==> config.mk <==
export PLATFORM = sky130hd
export DESIGN_NAME = inst_prefetch_queue
export DESIGN_NICKNAME = d
export VERILOG_FILES = /design/src/rtl/inst_prefetch_queue.sv
export SDC_FILE = /design/constraint.sdc
export NUM_CORES = 1
export LEC_CHECK = 0
export CAP_MARGIN = 10
export CORE_MARGIN = 1
export CORE_UTILIZATION = 55
export CTS_BUF_LIST = sky130_fd_sc_hd__clkbuf_8
export DETAILED_ROUTE_END_ITERATION = 6
export GPL_ROUTABILITY_DRIVEN = 0
export PLACE_DENSITY_LB_ADDON = 0.15
export SYNTH_ARGS = -nofsm -noshare
export SYNTH_HDL_FRONTEND = slang
export SYNTH_SLANG_ARGS = --single-unit
==> constraint.sdc <==
create_clock -name Clk -period 4 [get_ports Clk]
set_input_delay 1.2 -clock Clk [delete_from_list [all_inputs] [get_ports Clk]]
set_output_delay 1.2 -clock Clk [all_outputs]
set_load 0.05 [all_outputs]
==> src/rtl/inst_prefetch_queue.sv <==
// Instruction prefetch queue: owns the fetch PC, issues one word fetch per
// cycle while space remains, buffers returned {pc, inst} pairs for IF/ID and
// flushes/restarts on a taken branch or jump redirect.
module inst_prefetch_queue #(
  parameter int          DEPTH    = 4,
  parameter logic [31:0] RESET_PC = 32'h0000_0000
) (
  input  logic        Clk,
  input  logic        Rst_n,
  input  logic        Redirect,
  input  logic [31:0] RedirectPC,
  input  logic        Stall,
  output logic        mem_Req,
  output logic [31:0] mem_Addr,
  input  logic [31:0] mem_Inst,
  output logic        I_Valid,
  output logic [31:0] I_PC,
  output logic [31:0] I_PC4,
  output logic [31:0] I_Inst
);

  localparam int AW = (DEPTH > 1) ? $clog2(DEPTH) : 1;
  localparam logic [AW:0] DEPTH_C = (AW+1)'(DEPTH);

  logic [31:0]   r_fetch_pc;
  logic [31:0]   r_q_pc   [DEPTH];
  logic [31:0]   r_q_inst [DEPTH];
  logic [AW-1:0] r_rd_ptr;
  logic [AW-1:0] r_wr_ptr;
  logic [AW:0]   r_count;
  logic          r_inflight;
  logic [31:0]   r_inflight_pc;
  logic          r_kill;

  logic [AW:0]   w_occ;
  logic          w_req;
  logic          w_push;
  logic          w_pop;

  // Occupancy counts the outstanding fetch so a response always has a slot.
  assign w_occ  = r_count + {{AW{1'b0}}, r_inflight};
  assign w_req  = Rst_n & ~Redirect & (w_occ < DEPTH_C);
  // A response landing in a redirect cycle is stale; the flush drops it.
  assign w_push = r_inflight & ~r_kill & ~Redirect;
  assign w_pop  = (r_count != '0) & ~Stall & ~Redirect;

  assign mem_Req  = w_req;
  assign mem_Addr = r_fetch_pc;
  assign I_Valid  = (r_count != '0);
  assign I_PC     = r_q_pc[r_rd_ptr];
  assign I_PC4    = I_PC + 32'd4;
  assign I_Inst   = I_Valid ? r_q_inst[r_rd_ptr] : 32'h0000_0000;

  // Fetch PC, pointers, occupancy and in-flight/kill tracking.
  always_ff @(posedge Clk or negedge Rst_n) begin
    if (!Rst_n) begin
      r_fetch_pc    <= RESET_PC;
      r_rd_ptr      <= '0;
      r_wr_ptr      <= '0;
      r_count       <= '0;
      r_inflight    <= 1'b0;
      r_inflight_pc <= '0;
      r_kill        <= 1'b0;
    end else if (Redirect) begin
      r_fetch_pc <= RedirectPC & 32'hFFFF_FFFC;
      r_rd_ptr   <= '0;
      r_wr_ptr   <= '0;
      r_count    <= '0;
      r_kill     <= r_inflight;
      r_inflight <= 1'b0;
    end else begin
      r_kill <= 1'b0;
      if (w_req) begin
        r_fetch_pc    <= r_fetch_pc + 32'd4;
        r_inflight    <= 1'b1;
        r_inflight_pc <= r_fetch_pc;
      end else begin
        r_inflight <= 1'b0;
      end
      if (w_push) r_wr_ptr <= r_wr_ptr + AW'(1);
      if (w_pop)  r_rd_ptr <= r_rd_ptr + AW'(1);
      r_count <= r_count + {{AW{1'b0}}, w_push} - {{AW{1'b0}}, w_pop};
    end
  end

  // Queue storage; cleared on reset so the head reads as zero afterwards.
  always_ff @(posedge Clk or negedge Rst_n) begin
    if (!Rst_n) begin
      for (int i = 0; i < DEPTH; i++) begin
        r_q_pc[i]   <= '0;
        r_q_inst[i] <= '0;
      end
    end else if (w_push) begin
      r_q_pc[r_wr_ptr]   <= r_inflight_pc;
      r_q_inst[r_wr_ptr] <= mem_Inst;
    end
  end

endmodule
# Word level (Yosys, flattened, before mapping)
# Index checks and enable logic that the tools add are counted.
# W data, S select, Z words.
classes:
  mux: 21
  n_lt_le_gt_ge: 4
  n_addsub: 7
  reduce_logical: 6
  n_bitwise: 11
ops:
  columns: ["cell", "n"]
  rows:
  - ["$bwmux W128", 2]
  - ["$mux W32", 8]
  - ["$bmux W32 S2", 2]
  - ["$add A32 B3 Y32 const B", 2]
  - ["$demux W32 S2", 1]
  - ["$mux W2", 4]
  - ["$add A3 B1 Y3", 2]
  - ["$and A1 B1 Y1", 6]
  - ["$ge A3 B3 Y1 const B", 2]
  - ["$not A2 Y3", 2]
  - ["$reduce_bool A2 Y1", 3]
  - ["$add A2 B1 Y2 const B", 2]
  - ["$lt A3 B1 Y1 const B", 1]
  - ["$lt A3 B3 Y1 const B", 1]
  - ["$mux W1", 3]
  - ["$mux W3", 1]
  - ["$not A1 Y1", 3]
  - ["$reduce_bool A3 Y1", 1]
  - ["$sub A3 B1 Y3", 1]
  - ["$reduce_and A2 Y1", 1]
  - ["$logic_and A1 B1 Y1", 1]
totals:
  ff_bits: 329
  out_inout_bits: 130
  input_bits: 68

# Longest topological paths before layout
depth:
  depth_word: 6
  mapped_depth: 10
  ltp_nobuf: 10

# Worst setup path before layout
# No wires, ideal clock.
synth_timing:
  kind: "register -> output"
  start: "register r_rd_ptr[0]"
  end: "output I_PC4[30]"
  arrival_ns: 3.050
  stages_incl_launch_ff: 10
  path_buffers: 3
  slack_ns: -0.250
  required_ns: 2.800
  path_cell_list: "dfrtp_1 buf_6 buf_12 buf_12 mux4_2 ha_1 nand3_1 nor4_1 nand4_1 xnor2_1"
synth_via:
  elab_chain_len: 5
synth_lines:
  columns: ["item", "line_no", "rtl"]
  rows:
  - ["start: declaration", "28", "logic [AW-1:0] r_rd_ptr;"]
  - ["start signal: assignment", "81", "if (w_pop) r_rd_ptr <= r_rd_ptr + AW'(1);"]
  - ["$not A2 Y3 (not written as such)", "50", "assign I_PC = r_q_pc[r_rd_ptr];"]
  - ["$bmux W32 S2", "50", null]
  - ["$mux W32 (not written as such) (2 in a row)", "50", null]
  - ["named net I_PC[2]", "17", "output logic [31:0] I_PC,"]
  - ["$add A32 B3 Y32", "51", "assign I_PC4 = I_PC + 32'd4;"]
  - ["end: declaration", "18", "output logic [31:0] I_PC4,"]
# The timed path passes the listed nets, and every way through them passes these cells. The select of a mux whose other input is x is not followed.

# Worst setup path in the final report
layout_timing:
  start: "register r_rd_ptr[0]"
  end: "output I_PC4[27]"
layout_via:
  elab_chain_len: 5
layout_lines:
  columns: ["item", "line_no"]
  rows:
  - ["$not A2 Y3 (not written as such)", "50"]
  - ["$bmux W32 S2", "50"]
  - ["$mux W32 (not written as such) (2 in a row)", "50"]
  - ["$add A32 B3 Y32", "51"]
# No other way between the ends. The select of a mux whose other input is x is not followed.

==> parameters.txt <==
Parameter                              Value

Yosys
  Post-synthesis share of cell area spent on and, or, nand and nor gates ... 0.0945
  Fraction of the yosys area taken by sequential cells ... 0.535
  Cell area after technology mapping ... 0.0148 mm2
  Count of cell types in the netlist ... between 40 and 50
  Synthesis Warnings ... 0
  Largest family of logic cells by synthesized area ... multiplexers
  Post-Synth XOR/XNOR Area ... 0.0360
  Synthesized area per cell ... 13.5 um2
  Post-synthesis instance total ... 1099
  Arithmetic-cell share of the synthesized area counting full adders, half adders and majority gates ... 0.00810
  Register bit total from synthesis ... 317
  Multiplexer fraction of the synthesized cell area ... 0.286
  Compound-gate portion of the synthesized area ... 0.0132

Global route
  Met3 layer usage reported by global route ... 0.0422
  Wire length of the first global-routing pass ... 55900 um
  Global route total overflow ... 0
  Layer carrying the most global-route usage ... met2
  Met2 GRT Util ... 0.417
  Via count of the first global-routing pass ... 10300
  Pin count of the biggest net entering global routing ... 159
  Global routing usage on met1 ... 0.359
  Total routing usage reported by global routing ... 0.257
  Antenna violations before repair ... 2

Setup path
  Arrival time worst endpoint ... 3070 ps
  Largest fanout on the critical path ... 8
  CP Capture Type ... output port
  Startpoint-to-endpoint class of the critical path ... register to output port
  Worst setup SP type ... register
  Required time at the endpoint of the critical path ... between 2000 and 3000 ps

Route
  TritonRoute pass-1 iters ... 7
  Antenna violation net count after detailed routing ... 0
  Initial DRC count ... 590
  Aggregate routed wire length ... roughly 35000 um
  Avg Vias per Cell ... 5.69
  Final routed DRC violation total ... 12
  Overall via count from detail_route ... 9805
  Wire per inst ... 20.1 um

Timing
  Achievable clock frequency ... 234 MHz
  Max Clock Skew ... between 20 and 25 ps
  Worst Max-Slew Pin Slew ... 1050 ps
  Worst slew margin ... 0.303
  Unrepaired setup endpoints after global routing ... true
  Final Hold Fails ... 0
  Final Hold Slack ... 468 ps
  Post-layout worst setup margin ... -265 ps
  Post-Route Setup TNS ... -2980 ps
  Fin. max-slew vios ... 0
  Time the final worst path needs with I/O delays and setup ... about 4300 ps
  Number of failing setup endpoints in the final timing report ... 18
  Period Utilization, post-route ... 1.07

Layout
  Area Growth Syn to Fin ... 28.5%
  Most frequent cells in the layout ... dfrtp_1 (315), mux2_2 (249), nand2_1 (131), clkdlybuf4s50_1 (110), clkbuf_8 (70)
  Cell Count, Final, Fillers Out ... 1724
  Leading cell type in the layout, fill and taps excluded ... dfrtp_1
  Layout cell share with drive strength beyond 1 ... 0.397
  Final nets ... 1421

Clock tree
  Library cell used as clock root buffer ... clkbuf_8
  Clock buffer count from CTS ... 52
  Buffer levels on the longest clock path ... 3
  TritonCTS Sinks ... 317
  CTS H-tree depth ... 2
  CTS tree ... done
  Worst skew pair latency ... 570 ps
  Clock transition at the registers of the reported paths ... 70 ps

Floorplan
  Horiz. Die Dim ... roughly 170 um
  Initial cell density of the core ... 0.564
  Core Region ... roughly 0.026 mm2
  Cell Rows ... around 60
  Full die area ... 0.0276 mm2
  Overall die height ... 166 um
  Number of top-level pins ... 198

Placement
  Sum of net half-perimeters after detailed placement ... between 20000 and 25000 um
  Port Buf Inserts ... 189
  Placed Cells incl. Taps ... 1589

Power
  Power Dens Cells ... about 780 mW/mm2
  Static leakage power ... 8.83 nW
  Post-layout total power ... 14.8 mW
  Peak supply drop ... ~0.00073 V

Flow run
  Max-cap violations ... 0

Outcome
  Result of the run ... complete, but fails checks
  Violated checks ... DRC, setup timing

Hold path
  Hold crit path type ... primary input to async pin
registers in the layout, summed over array words and instances, names as in the netlist:
name	flops
r_count	3
mem_Addr	30
r_q_pc	120
r_kill	1
r_inflight	1
r_wr_ptr	2
r_rd_ptr	2
r_inflight_pc	30
r_q_inst	128
kinds of logic (layout without fill, tap and decap cells):
family / after synthesis / count (layout)
AO/OA/AOI/OAI: 37 / 37
XOR/XNOR: 61 / 61
adder cells (fa/ha/maj): 9 / 9
buffers and inverters: 84 / 367
flip-flops: 317 / 317
multiplexers: 313 / 313
other: 1 / 8
AND/OR/NAND/NOR: 277 / 277
cells in the mapped netlist (all sizes together):
library cell | instances | area (um2)
a31oi | 1 | 6.26
and2 | 7 | 43.8
and3 | 7 | 43.8
and4 | 3 | 26.3
buf | 27 | 186
clkbuf | 43 | 161
conb | 1 | 3.75
dfrtp | 317 | 7930
fa | 1 | 20.0
ha | 8 | 100
inv | 14 | 52.6
mux2 | 249 | 2800
mux2i | 2 | 20.0
mux4 | 62 | 1420
nand2 | 134 | 503
nand2b | 2 | 12.5
nand3 | 18 | 108
nand4 | 15 | 124
nor2 | 22 | 82.6
nor2b | 35 | 219
nor3 | 13 | 70.1
nor3b | 1 | 12.5
nor4 | 14 | 109
o2111ai | 1 | 8.76
o211ai | 1 | 7.51
o21ai | 33 | 165
o31ai | 1 | 7.51
or2 | 3 | 18.8
or3 | 2 | 17.5
or4 | 1 | 11.3
xnor2 | 47 | 412
xor2 | 14 | 123
worst paths after layout:
kind                               from           end  slack [ps]  cells past startpoint
max in group asynchronous         Rst_n  mem_Addr[25]        1470                      3
hold reg to reg            r_q_inst[60]  r_q_inst[60]         500                      1
hold / removal                    Rst_n    r_q_pc[69]         470                      1
min in group Clk           r_q_inst[60]  r_q_inst[60]         500                      1
setup reg to reg             r_count[1]    r_count[2]        1610                     10
setup / recovery            r_rd_ptr[0]     I_PC4[27]        -270                      9
through the flow:
stage	setup slack, ps	utilization	cell area [um2]
after detailed placement	212	0.668	17500
after global routing	-367	0.726	19100
after global placement	219	0.668	17500
final	-265	0.726	19100
after CTS	-248	0.718	18900
after floorplan	-193	-	15000
what timing repair did:
item | in CTS | in global routing
endpoints found under the setup margin | 69 | 48
buffers inserted | 20 | 17
gates resized for setup | 68 | 23
endpoints found under the hold margin | 0 | 0
pin swaps | 9 | 22
hold buffers | 0 | 0
layer usage:
layer  vias up  wire [um]  part of all wire
met2       293      17200              0.50
met4         0        641             0.019
met1      5097      14900              0.43
li1       4365          -                 -
met3        50       1940             0.056
met5         -          0                 0
area by class of cell:
cell class,instances,area [um2]
sequential,317,7940
fill,1784,7210
multi-input combinational,703,6780
timing repair buffer,256,2760
clock buffer,70,963
tap,335,419
clock inverter,27,148
inverter,14,52.6
antenna,2,5.00
power by group:
part	switching (mW)	internal, mW	leakage, nW
Clock	1.26	1.63	0.631
Sequential	0.587	4.10	4.16
Combinational	4.04	3.20	4.04
worst max-delay path, stage by stage (launching register included):
cell	delay [ps]
dfrtp_4	550
buf_12	180
mux4_2	390
nand4_4	140
buf_4	170
nor4_4	280
buf_6	200
nor3b_4	230
xor2_2	200
buf_12	160
No activity file was read; power rests on OpenSTA's default activity.
